`src/rtl/uart_wb_pkg.sv`:
```
// Shared definitions for the wishbone UART and its upstream feeders:
// register map, write-enable polarity and the TX streamer state encoding.
package uart_wb_pkg;

  localparam logic [1:0] UART_ADDR_TX  = 2'b00;
  localparam logic [1:0] UART_ADDR_RX  = 2'b01;
  localparam logic [1:0] UART_ADDR_DIV = 2'b10;

  // The UART treats we=0 as a write.
  localparam logic WE_WRITE = 1'b0;

  localparam logic [2:0] ST_INIT_REQ = 3'd0;
  localparam logic [2:0] ST_IDLE     = 3'd1;
  localparam logic [2:0] ST_DIV_REQ  = 3'd2;
  localparam logic [2:0] ST_DATA_REQ = 3'd3;
  localparam logic [2:0] ST_ACK_WAIT = 3'd4;
  localparam logic [2:0] ST_REL_WAIT = 3'd5;
  localparam logic [2:0] ST_GAP      = 3'd6;

endpackage

```
`src/rtl/uart_stream_fifo.sv`:
```
// Synchronous byte FIFO feeding the TX streamer. The head byte is visible
// on pop_data whenever the FIFO is non-empty.
module uart_stream_fifo #(
  parameter int DEPTH = 16
) (
  input  logic                   wb_clk,
  input  logic                   reset,
  input  logic                   push,
  input  logic [7:0]             push_data,
  input  logic                   pop,
  output logic [7:0]             pop_data,
  output logic                   full,
  output logic                   empty,
  output logic [$clog2(DEPTH):0] level
);

  localparam int AW = $clog2(DEPTH);

  logic [7:0]    mem_q [DEPTH];
  logic [AW-1:0] wr_ptr_q, wr_ptr_d;
  logic [AW-1:0] rd_ptr_q, rd_ptr_d;
  logic [AW:0]   level_q, level_d;
  logic          do_push, do_pop;

  assign full     = (level_q == (AW+1)'(DEPTH));
  assign empty    = (level_q == '0);
  assign level    = level_q;
  assign pop_data = mem_q[rd_ptr_q];
  assign do_push  = push && !full;
  assign do_pop   = pop && !empty;

  // Pointers wrap naturally because DEPTH is a power of two.
  always_comb begin
    wr_ptr_d = wr_ptr_q;
    rd_ptr_d = rd_ptr_q;
    level_d  = level_q;
    if (do_push) wr_ptr_d = wr_ptr_q + 1'b1;
    if (do_pop)  rd_ptr_d = rd_ptr_q + 1'b1;
    case ({do_push, do_pop})
      2'b10:   level_d = level_q + 1'b1;
      2'b01:   level_d = level_q - 1'b1;
      default: level_d = level_q;
    endcase
  end

  always_ff @(posedge wb_clk) begin
    if (reset) begin
      wr_ptr_q <= '0;
      rd_ptr_q <= '0;
      level_q  <= '0;
    end else begin
      wr_ptr_q <= wr_ptr_d;
      rd_ptr_q <= rd_ptr_d;
      level_q  <= level_d;
    end
  end

  always_ff @(posedge wb_clk) begin
    if (do_push) mem_q[wr_ptr_q] <= push_data;
  end

endmodule

```
`src/rtl/uart_tx_streamer.sv`:
```
// Buffers a valid/ready byte stream and writes it to the wishbone UART TX
// register, programming the baud divider first and pacing bytes by a fixed gap.
module uart_tx_streamer
  import uart_wb_pkg::*;
#(
  parameter int         FIFO_DEPTH  = 16,
  parameter logic [7:0] DIVIDER     = 8'd26,
  parameter int         GAP_CYCLES  = 160,
  parameter int         ACK_TIMEOUT = 255
) (
  input  logic                        wb_clk,
  input  logic                        reset,
  input  logic [7:0]                  s_data,
  input  logic                        s_valid,
  output logic                        s_ready,
  input  logic [7:0]                  cfg_div,
  input  logic                        cfg_div_wr,
  output logic [1:0]                  wb_addr,
  output logic [7:0]                  wb_data_out,
  output logic                        wb_we,
  output logic                        wb_stb,
  input  logic                        wb_ack,
  output logic                        busy,
  output logic [$clog2(FIFO_DEPTH):0] level,
  output logic                        timeout_err
);

  localparam int CNT_MAX = (GAP_CYCLES > ACK_TIMEOUT) ? GAP_CYCLES : ACK_TIMEOUT;
  localparam int CW      = $clog2(CNT_MAX + 1) + 1;

  logic [2:0]    state_q, state_d;
  logic [CW-1:0] cnt_q, cnt_d;
  logic [1:0]    addr_q, addr_d;
  logic [7:0]    data_q, data_d;
  logic          stb_q, stb_d;
  logic          err_q, err_d;
  logic          is_data_q, is_data_d;
  logic          init_q, init_d;
  logic          pend_q, pend_d;
  logic [7:0]    div_pend_q, div_pend_d;

  logic          fifo_push, fifo_pop, fifo_full, fifo_empty;
  logic [7:0]    fifo_head;

  uart_stream_fifo #(.DEPTH(FIFO_DEPTH)) u_fifo (
    .wb_clk    (wb_clk),
    .reset     (reset),
    .push      (fifo_push),
    .push_data (s_data),
    .pop       (fifo_pop),
    .pop_data  (fifo_head),
    .full      (fifo_full),
    .empty     (fifo_empty),
    .level     (level)
  );

  assign s_ready     = !fifo_full && !init_q;
  assign fifo_push   = s_valid && s_ready;
  assign wb_addr     = addr_q;
  assign wb_data_out = data_q;
  assign wb_stb      = stb_q;
  assign wb_we       = WE_WRITE;
  assign timeout_err = err_q;
  assign busy        = (state_q != ST_IDLE) || !fifo_empty;

  // cnt_q counts cycles spent in the current state; it restarts on every entry,
  // so a wait gives up once ACK_TIMEOUT cycles have passed without progress.
  always_comb begin
    state_d    = state_q;
    cnt_d      = cnt_q + 1'b1;
    addr_d     = addr_q;
    data_d     = data_q;
    stb_d      = stb_q;
    err_d      = err_q;
    is_data_d  = is_data_q;
    init_d     = init_q;
    pend_d     = pend_q;
    div_pend_d = div_pend_q;
    fifo_pop   = 1'b0;

    if (cfg_div_wr) begin
      pend_d     = 1'b1;
      div_pend_d = cfg_div;
    end

    case (state_q)
      ST_INIT_REQ: begin
        addr_d    = UART_ADDR_DIV;
        data_d    = DIVIDER;
        stb_d     = 1'b1;
        is_data_d = 1'b0;
        cnt_d     = '0;
        state_d   = ST_ACK_WAIT;
      end
      ST_IDLE: begin
        cnt_d = '0;
        if (pend_q) begin
          addr_d    = UART_ADDR_DIV;
          data_d    = div_pend_q;
          is_data_d = 1'b0;
          if (!cfg_div_wr) pend_d = 1'b0;
          state_d   = ST_DIV_REQ;
        end else if (!fifo_empty) begin
          fifo_pop  = 1'b1;
          addr_d    = UART_ADDR_TX;
          data_d    = fifo_head;
          is_data_d = 1'b1;
          state_d   = ST_DATA_REQ;
        end
      end
      ST_DIV_REQ, ST_DATA_REQ: begin
        stb_d   = 1'b1;
        cnt_d   = '0;
        state_d = ST_ACK_WAIT;
      end
      ST_ACK_WAIT: begin
        if (wb_ack || (cnt_q == CW'(ACK_TIMEOUT))) begin
          if (!wb_ack) err_d = 1'b1;
          stb_d   = 1'b0;
          cnt_d   = '0;
          state_d = ST_REL_WAIT;
        end
      end
      ST_REL_WAIT: begin
        if (!wb_ack || (cnt_q == CW'(ACK_TIMEOUT))) begin
          if (wb_ack) err_d = 1'b1;
          init_d  = 1'b0;
          cnt_d   = '0;
          state_d = is_data_q ? ST_GAP : ST_IDLE;
        end
      end
      ST_GAP: begin
        if (cnt_q == CW'(GAP_CYCLES - 1)) begin
          cnt_d   = '0;
          state_d = ST_IDLE;
        end
      end
      default: begin
        stb_d   = 1'b0;
        cnt_d   = '0;
        state_d = ST_IDLE;
      end
    endcase
  end

  always_ff @(posedge wb_clk) begin
    if (reset) begin
      state_q    <= ST_INIT_REQ;
      cnt_q      <= '0;
      addr_q     <= '0;
      data_q     <= '0;
      stb_q      <= 1'b0;
      err_q      <= 1'b0;
      is_data_q  <= 1'b0;
      init_q     <= 1'b1;
      pend_q     <= 1'b0;
      div_pend_q <= '0;
    end else begin
      state_q    <= state_d;
      cnt_q      <= cnt_d;
      addr_q     <= addr_d;
      data_q     <= data_d;
      stb_q      <= stb_d;
      err_q      <= err_d;
      is_data_q  <= is_data_d;
      init_q     <= init_d;
      pend_q     <= pend_d;
      div_pend_q <= div_pend_d;
    end
  end

endmodule

```
`config.mk`:
```
export PLATFORM = sky130hd
export DESIGN_NAME = uart_tx_streamer
export DESIGN_NICKNAME = d
export VERILOG_FILES = /design/src/rtl/uart_wb_pkg.sv /design/src/rtl/uart_stream_fifo.sv /design/src/rtl/uart_tx_streamer.sv
export SDC_FILE = /design/constraint.sdc
export NUM_CORES = 1
export LEC_CHECK = 0
export ABC_AREA = 1
export BUFFER_PORTS_ARGS = -buffer_cell sky130_fd_sc_hd__buf_2
export CELL_PAD_IN_SITES_DETAIL_PLACEMENT = 1
export CELL_PAD_IN_SITES_GLOBAL_PLACEMENT = 1
export CORE_MARGIN = 3
export CORE_UTILIZATION = 35
export DETAILED_ROUTE_END_ITERATION = 8
export HOLD_SLACK_MARGIN = 0.1
export MAX_ROUTING_LAYER = met4
export PLACE_DENSITY = 0.69
export SYNTH_ARGS = -nofsm -noshare
export SYNTH_HDL_FRONTEND = slang
export SYNTH_SLANG_ARGS = --single-unit
```
`constraint.sdc`:
```
create_clock -name wb_clk -period 2.95 [get_ports wb_clk]
set_input_delay 0.295 -clock wb_clk [delete_from_list [all_inputs] [get_ports wb_clk]]
set_output_delay 0.295 -clock wb_clk [all_outputs]
set_load 0.01 [all_outputs]
```
# Yosys cells after proc, flatten, opt, wreduce, memory -nomap -nowiden
# Memory sizes are Yosys's and may differ from the RTL's. A register that Yosys moved wholly into a read port is not among the register bits.
# Index checks and enable logic that the tools add are counted.
dict set report op_classes {
  n_addsub 5
  eq_ne 18
  n_mux 39
  bitwise 1
  reduce_logical 23
}
# op n
set op_table {}
lappend op_table {{two-way mux 9 bit} 3}
lappend op_table {{case mux 9 bit (3 select lines)} 1}
lappend op_table {{== test 9 x 8 -> 1 bit, second input constant} 2}
lappend op_table {{two-way mux 3 bit} 6}
lappend op_table {{two-way mux 1 bit} 16}
lappend op_table {{two-way mux 8 bit} 2}
lappend op_table {{case mux 8 bit (2 select lines)} 1}
lappend op_table {{case mux 3 bit (5 select lines)} 1}
lappend op_table {{inequality test 2 bit, second input constant} 5}
lappend op_table {{case mux 5 bit (2 select lines)} 1}
lappend op_table {{adder 9 x 1 -> 9 bit, second input constant} 1}
lappend op_table {{== test 3 bit, second input constant} 3}
lappend op_table {{adder 4 x 1 -> 4 bit, second input constant} 2}
lappend op_table {{two-way mux 4 bit} 2}
lappend op_table {{== test 3 x 2 -> 1 bit, second input constant} 2}
lappend op_table {{AND reduction 2 bit} 3}
lappend op_table {{nonzero test 2 bit} 3}
lappend op_table {{OR reduction 3 bit} 2}
lappend op_table {{adder 5 x 1 -> 5 bit, second input constant} 1}
lappend op_table {{== test 5 bit, second input constant} 1}
lappend op_table {{zero test 5 bit} 1}
lappend op_table {{AND reduction 5 bit} 1}
lappend op_table {{subtractor 5 x 1 -> 5 bit, second input constant} 1}
lappend op_table {{logical AND 1 bit} 4}
lappend op_table {{other kinds (14)} 21}
dict set report totals {
  ff_bits 48
  ram_bits 128
  in_bits 21
  output_inout_bits 20
  elab_cells 100
  mem_count 1
}
# name words word_bits rd rd_ports_with_merged_regs write_ports line
set memory_table {}
lappend memory_table {u_fifo.mem_q 16 8 1 1 1 uart_stream_fifo.sv:19} ;# logic [7:0] mem_q [DEPTH];

# Logic depth before layout (Yosys ltp)
# Gate-level depths: netlist of the first run.
dict set report depth {
  word_depth 7
  mapped_depth 17
  depth_no_buf 17
}

# Cells and area by module
# Synthesis of the first run repeated with hierarchy kept, for this count alone.
dict set report unflattened {
  cells_unflattened 690
  area_unflattened_um2 7733.7
}
# mod instances cells_each area_per_inst_um2 seq_area_each_um2
set modules_own_cells {}
lappend modules_own_cells {uart_stream_fifo 1 478 6147.1 4184.0}
lappend modules_own_cells {uart_tx_streamer 1 212 1586.5 680.7}

# Worst setup path before layout of the first run
# Ideal clock, no wire load.
dict set report synth_path {
  kind {flip-flop to flip-flop}
  start {reg state_q[1]}
  end {reg u_fifo.level_q[4], in the netlist u_fifo.level[4]}
  setup_time_ns 0.113
  t_arrival_ns 2.093
  required_ns 2.837
  setup_slack_ns 0.744
  stages_incl_launch_ff 18
  n_path_buf 0
  period_less_slack_ns 2.206
  path_cell_list {dfxtp_1 > inv_1 > nand2_2 > nor2_4 > nand2_2 > nor2_4 > ha_1 > xor2_1 > ha_1 > inv_1 > nand2_1 > nand2_1 > nor2_1 > a21oi_1 > o21ai_0 > nand2_1 > nand2_1 > nor2_1}
}
dict set report synth_via {
  elab_chain_len 5
  word_cells_on_any_way 7
  classes_between {eq/ne (3); mux (2); reduce/logical (2)}
}
# element line
set synth_lines {}
lappend synth_lines {{start, declared} uart_tx_streamer.sv:31} ;# logic [2:0] state_q, state_d;
lappend synth_lines {{start signal, assigned} uart_tx_streamer.sv:159} ;# state_q <= state_d;
lappend synth_lines {{== test 3 x 1 -> 1 bit (*)} uart_tx_streamer.sv:86} ;# case (state_q)
lappend synth_lines {{two-way mux 1 bit (*)} uart_tx_streamer.sv:86}
lappend synth_lines {{logical AND 1 bit (*)} uart_stream_fifo.sv:30} ;# assign do_pop = pop && !empty;
lappend synth_lines {{== test 2 x 1 -> 1 bit or == test 2 bit (tied branches)} uart_stream_fifo.sv:39} ;# case ({do_push, do_pop})
lappend synth_lines {{case mux 5 bit (2 select lines) or nonzero test 2 bit (tied branches)} n/a}
lappend synth_lines {{end signal, assigned} uart_stream_fifo.sv:54} ;# level_q <= level_d;
lappend synth_lines {{end, declared} uart_stream_fifo.sv:22} ;# logic [AW:0] level_q, level_d;
# Mark *: on every way between the ends. The rest lies on a longest branch, timed or not.
# A chain may end at the register's enable or synchronous reset.

# Worst setup path in the final report of the first run
# Ends and elaborated chain as after synthesis.

==> parameters.txt, run 1 <==
Parameter                              Value

Clocking
  Clock sinks ... about 180
  Clock latency on the worst-skew pair ... about 0.43 ns
  Clk root buf ... clkbuf_16
  CTS clock-pin slew for the worst setup and hold paths ... 0.07 ns
  TritonCTS clock tree ... done
  Post-CTS Repair Setup Buffers ... 0
  Resize count post-CTS ... 0
  Quantity of hold-fixing buffers added after cts ... 7
  Deepest level of the CTS H-tree ... 4
  Maximum root-to-sink buffer count ... 2
  CTS buffer count ... 17

Yosys
  Ranking of synthesized cells by instance count ... 172 x nand2_1, 128 x edfxtp_1, 105 x nor2_1, 85 x nand3_1, 82 x inv_1
  Count of flip-flops with a built-in enable after synthesis ... about 130
  Synthesis-stage register bit count ... around 180
  Post-synth top flop ... edfxtp_1
  Area of the mapped netlist ... 7690 µm²
  Portion of the post-synthesis area used by sequential elements ... 63.3%
  Async S/R FF share, synth ... 0%
  Synth top area share ... 50.0%
  Most repeated cell in the gate-level netlist after synthesis ... nand2_1
  Post-synthesis instance total ... 788
  Cell variety after synth ... 36
  Yosys top cell by area ... edfxtp_1
  Largest cells by area after synthesis ... edfxtp_1 50%, dfxtp_1 13%, nand2_1 8.4%
  Synth Area per Inst ... 9.76 µm²
  Number of warning messages in the yosys log ... 0

Final layout
  Total number of nets in the final design ... 867
  Ratio of cells with drive above 1 in the final layout ... between 10% and 20%
  Post-synthesis to final-layout area growth ... 15.0%
  Layout filler cell count ... roughly 2,400
  Diodes inserted ... 0

Routing
  DRC violation count after routing ... 0
  Overall via count from detail_route ... ~5,600
  Overall routed net length ... 19,300 µm
  Iteration-0 DRC count of the detailed router ... approximately 420
  Drt pass-1 iters ... 4
  Number of nets with antenna violations after routing ... 0
  Mean routed wirelength per cell ... 17.2 µm
  Per-cell via count in the routed design ... 4.95

Power and ir drop
  Peak supply drop ... about 0.00043 V
  Combinational cell fraction of total power ... around 13%
  Clock power frac ... 38.5%
  PD cells ... a little under 700 nW/µm²
  Post-layout power ... slightly below 0.006 W
  Sw Share ... 28.1%
  Sequential share of power ... 48.1%
  Total internal power ... approximately 0.0043 W
  Leakage power ... ~3.5 nW
  Sw Pwr ... around 0.0017 W

Placed design
  Routability Congestion ... 0.799
  I/O Buffers ... 38
  Sum of net half-perimeters after detailed placement ... around 13,000 µm

Timing
  Final total negative setup slack ... 0 ns
  Max Freq ... 0.393 GHz
  Unrepaired setup endpoints after global routing ... no
  Share of the cycle needed by the critical path after routing ... between 80 and 90%
  Max_slew headroom ... roughly 45%
  Number of max-slew violations in the final report ... 0
  Worst slew pin tran ... approximately 0.82 ns
  Number of endpoints failing setup at the final stage ... 0
  Fin crit period ... 2.55 ns
  Maximum clock skew at final layout ... between 0.01 and 0.015 ns
  Count of final hold-check violations ... 0

Critical path
  Family with the most delay on the worst path ... simple AND/OR/NAND/NOR gates
  Worst setup slack for register-to-register paths ... just over 0.4 ns
  Data arrival time at the worst-slack endpoint ... 2.88 ns
  Kind of start point of the critical path ... flip-flop
  Critical path's slowest cell ... dfxtp_1
  Most numerous cell on the critical path ... nand2_1
  Element type at the critical path end ... flip-flop
  Critical Path RT ... roughly 3.3 ns
  Number of gates on the worst path with buffers counted ... 17
  RR Startpoint ... state_q[1]
  Capture point of the critical path ... u_fifo.level[4]
  End of the worst register-to-register path ... u_fifo.level[4]
  Largest stage delay on the critical path ... between 0.3 and 0.4 ns
  Maximum net fanout on the critical path ... 8
  Crit. Startpoint ... state_q[1]
  Cell depth of the worst flop-to-flop path ... 17
  Count of buffer and inverter cells on the critical path ... 2
  Classification of the worst setup path ... flip-flop to flip-flop
  Cells along the critical path ... inv_1 > nand2_2 > nor2_4 > nand2_2 > nor2_4 > ha_1 > xor2_1 > ha_1 > inv_1 > nand2_1 > nand2_1 > nor2_1 > a21oi_1 > o21ai_0 > nand2_1 > nand2_1 > nor2_1

Global route
  Total routing resource utilization after global routing ... about 18%
  Wire length of the first global-routing pass ... 31,800 µm
  Vias in the first global route ... about 5,700
  Leftover overflow at the end of global routing ... 0
  Antenna violations before repair ... 0
  Pin count of the biggest net entering global routing ... just over 70

Worst hold path
  Class of the worst hold path ... input port to flip-flop

Flow run
  Max-Cap Viols ... 0

Floorplanning
  DIE WIDTH ... ~150 µm
  Placeable core region ... approximately 21,000 µm²
  Area of the die ... about 24,000 µm²
  Die boundary height ... between 150 and 200 µm
  Cell Rows ... between 50 and 60
  Number of I/O pins ... 41
  Initial standard-cell utilization of the core ... roughly 36%

Outcome
  Run status ... completed
-- routing by layer --
layer / global-route usage, % / vias up / routed length [µm]
met5: - / - / 0
met3: 3.27 / 20 / 707
met1: 23.1 / 2739 / 9190
met4: 4.63 / 0 / 270
met2: 28.1 / 97 / 9160
li1: - / 2710 / -
-- metrics by stage --
stage               cell area [µm²]  instances  util [%]  hold slack (ns)  setup slack, ns
floorplan                      7690        789         -            0.364            0.744
global placement               8170       1085      38.4            0.432            0.534
global route                   8840       1124      41.5            0.148           0.0524
CTS                            8840       1124      41.5            0.101            0.388
finish                         8840       1124      41.5            0.119            0.403
detailed placement             8170       1085      38.4            0.441            0.423
-- sequential cells by signal, indices dropped and copies added (netlist names), named ones only --
signal / cells
div_pend_q: 8
init_q: 1
cnt_q: 9
u_fifo.mem_q: 128
timeout_err: 1
pend_q: 1
is_data_q: 1
wb_addr: 1
u_fifo.rd_ptr_q: 4
wb_data_out: 8
u_fifo.level: 5
u_fifo.wr_ptr_q: 4
wb_stb: 1
state_q: 3
-- worst min path at each step --
stage | start | end | slack, ns | cells after the start
final | cfg_div[5] | div_pend_q[5] | 0.12 | 3
after global placement | cnt_q[0] | cnt_q[0] | 0.43 | 1
after detailed placement | cnt_q[0] | cnt_q[0] | 0.44 | 1
after floorplan | reset | u_fifo.wr_ptr_q[3] | 0.36 | 1
after global routing | cfg_div[5] | div_pend_q[5] | 0.15 | 3
after CTS | cfg_div[5] | div_pend_q[5] | 0.10 | 3
-- cell type report --
cell class                 count  area [µm²]  share of cell area, %
tap                          275         344                   3.89
clock inverter                12         100                   1.13
inverter                      85         319                   3.61
timing repair buffer          61         380                   4.30
clock buffer                  20         500                   5.66
sequential                   179        4870                   55.0
multi-input combinational    492        2330                   26.4
-- kinds of logic after synthesis --
group,synth area share [%]
xor gates and xnor gates,1.37
other,0.0488
and+or+nand+nor,21.1
AOI/OAI and AO/OA,6.10
DFF,63.3
adders and majority gates,1.63
buffers and inverters,6.44
-- layout by cell type (no fill, tap or decap), types with 5 or more instances in the layout --
| cell type | synthesis | layout |
|---|---|---|
| xor2_1 | 8 | 8 |
| buf_4 | 7 | 16 |
| nand4_1 | 5 | 5 |
| inv_6 | 0 | 5 |
| nand2_2 | 5 | 5 |
| o211ai_1 | 7 | 7 |
| dlygate4sd3_1 | 0 | 7 |
| nand2_1 | 172 | 172 |
| buf_2 | 15 | 38 |
| nand3_1 | 85 | 85 |
| edfxtp_1 | 128 | 128 |
| ha_1 | 10 | 10 |
| dfxtp_1 | 51 | 50 |
| inv_1 | 82 | 82 |
| nor2_1 | 105 | 105 |
| a21oi_1 | 26 | 26 |
| o21ai_0 | 44 | 44 |
| clkbuf_16 | 0 | 20 |
-- tightest hold or removal path, cell delays in order --
cell and delay (ns):
buf_2 0.08, nor2_1 0.04, nor2_1 0.09
-- power groups by stage --
stage	clock (W)	sequential [W]	combinational, W
after global placement	0	0.00292	0.000787
after CTS	0.00234	0.00287	0.000814
after detailed placement	0	0.00292	0.000801
final	0.00229	0.00287	0.000802
after floorplan	0	0.00291	0.000537
after global routing	0.00245	0.00288	0.000913
Note: power is estimated with default switching activity, not from simulation.
==> inputs of run 2 (changes only) <==
CORE_UTILIZATION = 40   (was 35)
PLACE_DENSITY = 0.76   (was 0.69)
==> run 2 against run 1 <==
Effect of this change: final area down 0.86%; flip-flop and latch count unchanged; worst hold slack better by 0.11 ns; sequential share of layout area up 0.48 points; register-to-register slack worse by 0.04 ns; clock skew down 0.0018 ns; first-iteration DRC count down 3.8%; clock power down 3%.
==> parameters.txt, run 2 (same netlist as run 1, synthesis figures left out) <==
Parameter                              Value

Timing
  Number of max-slew violations in the final report ... 0 (unchanged)
  Max_slew headroom ... 32.3% (-13 points)
  Worst slew pin tran ... 1.01 ns (+0.196 ns)
  Fin crit period ... 2.59 ns (+0.0414 ns)
  Maximum clock skew at final layout ... 0.00989 ns (-0.00185 ns)
  Unrepaired setup endpoints after global routing ... no
  Number of endpoints failing setup at the final stage ... 0 (unchanged)
  Post-route worst setup slack ... 0.362 ns (-0.0414 ns)
  Max Freq ... 0.386 GHz (-1.6%)
  Share of the cycle needed by the critical path after routing ... 87.7% (+1.4 points)
  Count of final hold-check violations ... 0 (unchanged)
  Final total negative setup slack ... 0 ns (unchanged)

Global route
  Total routing resource utilization after global routing ... 19.8% (+2.3 points)
  Vias in the first global route ... 5,724 (-0.28%)
  Wire length of the first global-routing pass ... 30,600 µm (-3.9%)
  Antenna violations before repair ... 0 (unchanged)
  Leftover overflow at the end of global routing ... 0 (unchanged)
  Pin count of the biggest net entering global routing ... 72 (unchanged)

Routing
  Drt pass-1 iters ... 5 (+1)
  DRC violation count after routing ... 0 (unchanged)
  Overall routed net length ... 19,100 µm (-1.0%)
  Per-cell via count in the routed design ... 5.11 (+3.1%)
  Overall via count from detail_route ... 5,520 (-0.83%)
  Iteration-0 DRC count of the detailed router ... 403 (-3.8%)
  Number of nets with antenna violations after routing ... 0 (unchanged)
  Mean routed wirelength per cell ... 17.7 µm (+2.9%)

Placed design
  Post-Place Setup Slack ... 0.383 ns (-0.0402 ns)
  Placed cell count ... 1,041 (-4.1%)
  Sum of net half-perimeters after detailed placement ... 12,200 µm (-4.1%)
  Routability Congestion ... 0.872 (+9.1%)
  I/O Buffers ... 38 (unchanged)
  Post-Place Cell Area ... 8100 µm² (-0.90%)

Power and ir drop
  Peak supply drop ... 0.000408 V (-4.3%)
  Sw Pwr ... 0.00170 W (+1.6%)
  Leakage power ... 3.52 nW (-0.62%)
  Clock power frac ... 37.8% (-0.7 points)
  Sw Share ... 28.8% (+0.75 points)
  Combinational cell fraction of total power ... 13.6% (+0.2 points)
  Total internal power ... 0.00420 W (-2.1%)
  PD cells ... 673 nW/µm² (-0.19%)
  Sequential share of power ... 48.6% (+0.5 points)

Final layout
  Post-synthesis to final-layout area growth ... 14.0%
  Flip-flop count of the largest register after layout ... 128 (unchanged)
  Top register by number of flip-flops ... u_fifo.mem_q
  Most frequent standard cell in the layout excluding fill and tap cells ... nand2_1
  Leading cell types in the layout, fill and taps excluded ... 172 x nand2_1, 128 x edfxtp_1, 105 x nor2_1, 85 x nand3_1, 82 x inv_1
  Largest regs ... u_fifo.mem_q x128, cnt_q x9
  Ratio of cells with drive above 1 in the final layout ... 11.5% (-0.33 points)
  Post-route cell area ... 8770 µm² (-0.86%)
  Diodes inserted ... 0 (unchanged)
  Final std cells w/o fill ... 1,081 (-3.8%)
  Total number of nets in the final design ... 865 (-0.23%)

Floorplanning
  Initial standard-cell utilization of the core ... 41.0% (+4.8 points)
  Cell Rows ... 50 (-5.7%)
  Placeable core region ... 18,800 µm² (-12%)
  Area of the die ... 20,900 µm² (-12%)
  Die boundary height ... 145 µm (-6.2%)
  Number of I/O pins ... 41 (unchanged)
  DIE WIDTH ... 145 µm (-6.2%)

Clocking
  Deepest level of the CTS H-tree ... 4 (unchanged)
  CTS clock-pin slew for the worst setup and hold paths ... 0.07 ns (about the same)
  Clock sinks ... 179 (unchanged)
  Clk root buf ... clkbuf_16
  Maximum root-to-sink buffer count ... 2 (unchanged)
  Post-CTS Repair Setup Buffers ... 0 (unchanged)
  Resize count post-CTS ... 0 (unchanged)
  Clock latency on the worst-skew pair ... 0.44 ns (about the same)
  TritonCTS clock tree ... done
  CTS buffer count ... 17 (unchanged)

Critical path
  Data arrival time at the worst-slack endpoint ... 2.92 ns (+0.04 ns)
  Largest stage delay on the critical path ... 0.34 ns (about the same)
  Classification of the worst setup path ... flip-flop to flip-flop
  Kind of start point of the critical path ... flip-flop
  Most numerous cell on the critical path ... nand2_1
  Critical path's slowest cell ... dfxtp_1
  Maximum net fanout on the critical path ... 8 (unchanged)
  Element type at the critical path end ... flip-flop
  Critical Path RT ... 3.29 ns (about the same)
  Cells along the critical path ... inv_1 > nand2_2 > nor2_4 > nand2_2 > nor2_4 > ha_1 > xor2_1 > ha_1 > inv_1 > nand2_1 > nand2_1 > nor2_1 > a21oi_1 > o21ai_0 > nand2_1 > nand2_1 > nor2_1

Flow run
  Max-Cap Viols ... 0 (unchanged)

Worst hold path
  Class of the worst hold path ... input port to flip-flop

Outcome
  Run status ... completed
## run 2: cell count changes in the layout (fill, tap and decap cells not counted)
cell,delta
buf_4,-3
clkbuf_16,-2
clkinv_4,+5
clkinv_8,+1
dlygate4sd3_1,+1
inv_4,-4
inv_6,-1
inv_8,+1
## run 2: final timing paths
path | from | endpoint | slack (ns) | depth (start not counted)
setup / recovery | state_q[1] | u_fifo.level[4] | 0.36 | 17
hold / removal | wb_ack | init_q | 0.22 | 3
hold reg to reg | cnt_q[0] | cnt_q[0] | 0.44 | 1
setup reg to reg | state_q[1] | u_fifo.level[4] | 0.36 | 17
## run 2: final cells by class
class	count	area, µm²
fillers	2163	10000
repair buffers	59	368
clock inverters	14	138
multi-input cells	492	2330
clock buffers	18	450
well taps	234	293
inverters	85	319
flip-flops and latches	179	4870
## run 2: critical path, delay by kind of cell, from the launching register on
family | cells | cell delay (ns)
compound gates | 2 | 0.19
flops | 1 | 0.34
simple gates | 10 | 1.03
fa+ha+maj | 2 | 0.48
xor+xnor | 1 | 0.23
buf+inv | 2 | 0.19
## run 2: layer usage
layer / wire, µm / vias up / GRT usage (%)
met5: 0 / - / -
met4: 514 / 0 / 7.46
met3: 615 / 27 / 4.13
met2: 9260 / 100 / 31.0
met1: 8740 / 2680 / 25.5
li1: - / 2713 / -
## run 2: through the flow
stage | utilization, % | hold WS (ns) | power (W)
finish | 46.7 | 0.224 | 0.00590
global route | 46.7 | 0.240 | 0.00617
CTS | 46.7 | 0.205 | 0.00595
detailed placement | 43.1 | 0.438 | 0.00372
global placement | 43.1 | 0.425 | 0.00370
floorplan | - | 0.364 | 0.00345
## run 2: power groups by stage
stage,Combinational (W),Sequential (W),Clock (W)
floorplan,0.000537,0.00291,0
CTS,0.000807,0.00287,0.00227
finish,0.000803,0.00287,0.00223
global route,0.000908,0.00288,0.00238
global placement,0.000778,0.00292,0
detailed placement,0.000793,0.00292,0
## run 2: what timing repair did
item | CTS | global route
endpoints found under the setup margin | 0 | 0
hold endpoints to repair | 8 | 0
hold buffers | 8 | 0
==> inputs of run 3 (changes only) <==
CTS_BUF_LIST = sky130_fd_sc_hd__clkbuf_4 sky130_fd_sc_hd__clkbuf_8   (was unset)
==> run 3 against run 2 <==
Effect of this change: largest power group unchanged; count of clock-buffer cells in the layout is 1 lower; worst hold slack lost 0.050 ns; critical path type unchanged; non-clock buffer count did not move; largest cell class unchanged; final cell count did not move; critical endpoint unchanged.
==> parameters.txt, run 3 (same netlist as run 1, synthesis figures left out) <==
Parameter                              Value

Outcome
  Run status ... completed

Critical path
  Cells along the critical path ... inv_1 > nand2_2 > nor2_4 > nand2_2 > nor2_4 > ha_1 > xor2_1 > ha_1 > inv_1 > nand2_1 > nand2_1 > nor2_1 > a21oi_1 > o21ai_0 > nand2_1 > nand2_1 > nor2_1
  Critical path's slowest cell ... dfxtp_1
  Most numerous cell on the critical path ... nand2_1
  Maximum net fanout on the critical path ... 8 (unchanged)
  Kind of start point of the critical path ... flip-flop
  Classification of the worst setup path ... flip-flop to flip-flop
  Data arrival time at the worst-slack endpoint ... 2.96 ns (+0.04 ns)
  Family with the most delay on the worst path ... simple AND/OR/NAND/NOR gates
  Count of buffer and inverter cells on the critical path ... 2 (unchanged)
  Element type at the critical path end ... flip-flop
  Largest stage delay on the critical path ... 0.35 ns (about the same)
  Critical Path RT ... 3.33 ns (+0.04 ns)
  Worst setup slack for register-to-register paths ... 0.37 ns (about the same)

Clocking
  Deepest level of the CTS H-tree ... 4 (unchanged)
  Post-CTS Repair Setup Buffers ... 0 (unchanged)
  Clock sinks ... 179 (unchanged)
  CTS clock-pin slew for the worst setup and hold paths ... 0.10 ns (+0.03 ns)
  Clock latency on the worst-skew pair ... 0.48 ns (+0.04 ns)
  Resize count post-CTS ... 0 (unchanged)
  Quantity of hold-fixing buffers added after cts ... 8 (unchanged)
  Maximum root-to-sink buffer count ... 2 (unchanged)
  CTS buffer count ... 17 (unchanged)
  TritonCTS clock tree ... done
  Clk root buf ... clkbuf_8

Placed design
  I/O Buffers ... 38 (unchanged)
  Routability Congestion ... 0.872 (unchanged)
  Placed cell count ... 1,041 (unchanged)
  Sum of net half-perimeters after detailed placement ... 12,200 µm (unchanged)

Final layout
  Total number of nets in the final design ... 865 (unchanged)
  Most frequent standard cell in the layout excluding fill and tap cells ... nand2_1
  Post-synthesis to final-layout area growth ... 11.6%
  Largest regs ... u_fifo.mem_q x128, cnt_q x9
  Top register by number of flip-flops ... u_fifo.mem_q
  Reg area ... 4870 µm² (unchanged)
  Share of the core filled with cells ... 45.7% (-0.99 points)
  Leading cell types in the layout, fill and taps excluded ... 172 x nand2_1, 128 x edfxtp_1, 105 x nor2_1, 85 x nand3_1, 82 x inv_1
  Final std cells w/o fill ... 1,081 (unchanged)
  Ratio of cells with drive above 1 in the final layout ... 11.5% (unchanged)
  Multi-input gate area in the final layout ... 2330 µm² (unchanged)
  Diodes inserted ... 0 (unchanged)
  Layout filler cell count ... 2,171 (+0.37%)
  Flip-flop count of the largest register after layout ... 128 (unchanged)

Power and ir drop
  Peak supply drop ... 0.000275 V (-33%)
  PD cells ... 626 nW/µm² (-7.1%)
  Leakage power ... 3.44 nW (-2.4%)

Routing
  Drt pass-1 iters ... 4 (-1)
  Overall via count from detail_route ... 5,476 (-0.80%)
  Number of nets with antenna violations after routing ... 0 (unchanged)
  Iteration-0 DRC count of the detailed router ... 372 (-7.7%)
  DRC violation count after routing ... 0 (unchanged)
  Mean routed wirelength per cell ... 17.3 µm (-2.1%)
  Overall routed net length ... 18,700 µm (-2.1%)
  Per-cell via count in the routed design ... 5.07 (-0.80%)

Global route
  Leftover overflow at the end of global routing ... 0 (unchanged)
  Vias in the first global route ... 5,584 (-2.4%)
  Pin count of the biggest net entering global routing ... 72 (unchanged)
  Wire length of the first global-routing pass ... 30,000 µm (-2.0%)
  Antenna violations before repair ... 0 (unchanged)
  Total routing resource utilization after global routing ... 19.4% (-0.44 points)

Timing
  Worst slew pin tran ... 1.00 ns (-0.0118 ns)
  Fin crit period ... 2.58 ns (-0.00603 ns)
  Number of max-slew violations in the final report ... 0 (unchanged)
  Share of the cycle needed by the critical path after routing ... 87.5% (-0.20 points)
  Number of endpoints failing setup at the final stage ... 0 (unchanged)
  Count of final hold-check violations ... 0 (unchanged)
  Unrepaired setup endpoints after global routing ... no
  Maximum clock skew at final layout ... 0.0159 ns (+0.00603 ns)
  Fin Hold WS ... 0.174 ns (-0.0502 ns)
  Max Freq ... 0.387 GHz (+0.23%)
  Max_slew headroom ... 33.1% (+0.79 points)
  Final total negative setup slack ... 0 ns (unchanged)

Floorplanning
  Die boundary height ... 145 µm (unchanged)
  Placeable core region ... 18,800 µm² (unchanged)
  DIE WIDTH ... 145 µm (unchanged)
  Area of the die ... 20,900 µm² (unchanged)
  Number of I/O pins ... 41 (unchanged)
  Cell Rows ... 50 (unchanged)
  Initial standard-cell utilization of the core ... 41.0% (unchanged)

Worst hold path
  Class of the worst hold path ... input port to flip-flop

Flow run
  Max-Cap Viols ... 0 (unchanged)
run 3: cell count changes in the layout (fill, tap and decap cells not counted), sizes merged:
cell and delta:
bufinv +1, clkbuf -1
run 3: metrics by stage:
step | setup WS, ns | instance area (µm²) | power (W)
after floorplan | 0.744 | 7690 | 0.00345
after global placement | 0.528 | 8100 | 0.00370
after detailed placement | 0.383 | 8100 | 0.00372
after CTS | 0.344 | 8580 | 0.00541
after global routing | 0.0942 | 8580 | 0.00564
final | 0.368 | 8580 | 0.00537
run 3: cell type report:
type	instances	share of cell area (%)
Timing Repair Buffer	59	4.29
Tap cell	234	3.41
Clock inverter	15	1.95
Sequential cell	179	56.7
Clock buffer	17	2.73
Inverter	85	3.72
Multi-Input combinational cell	492	27.2
run 3: worst min-delay path: stages:
cell and delay [ns]:
buf_2 0.11, a211oi_1 0.08, o21ai_0 0.13
run 3: metal layers:
metal	vias up	share of wire [%]	GRT usage, %
met1	2649	46	25.3
met5	-	0	-
met2	96	48	30.2
met3	29	3.3	3.84
met4	0	2.6	6.87
li1	2702	-	-
run 3: worst paths after layout:
check        cells past startpoint        from              end
max                             17  state_q[1]  u_fifo.level[4]
min reg2reg                      1    cnt_q[0]         cnt_q[0]
min                              3      wb_ack           init_q
max reg2reg                     17  state_q[1]  u_fifo.level[4]
run 3: report_power, final:
part           total [W]  leakage, nW  switching (W)  internal (W)
logic           0.000797         1.67       0.000548      0.000249
registers        0.00287         1.57      0.0000864       0.00278
clock network    0.00170        0.204       0.000995      0.000709
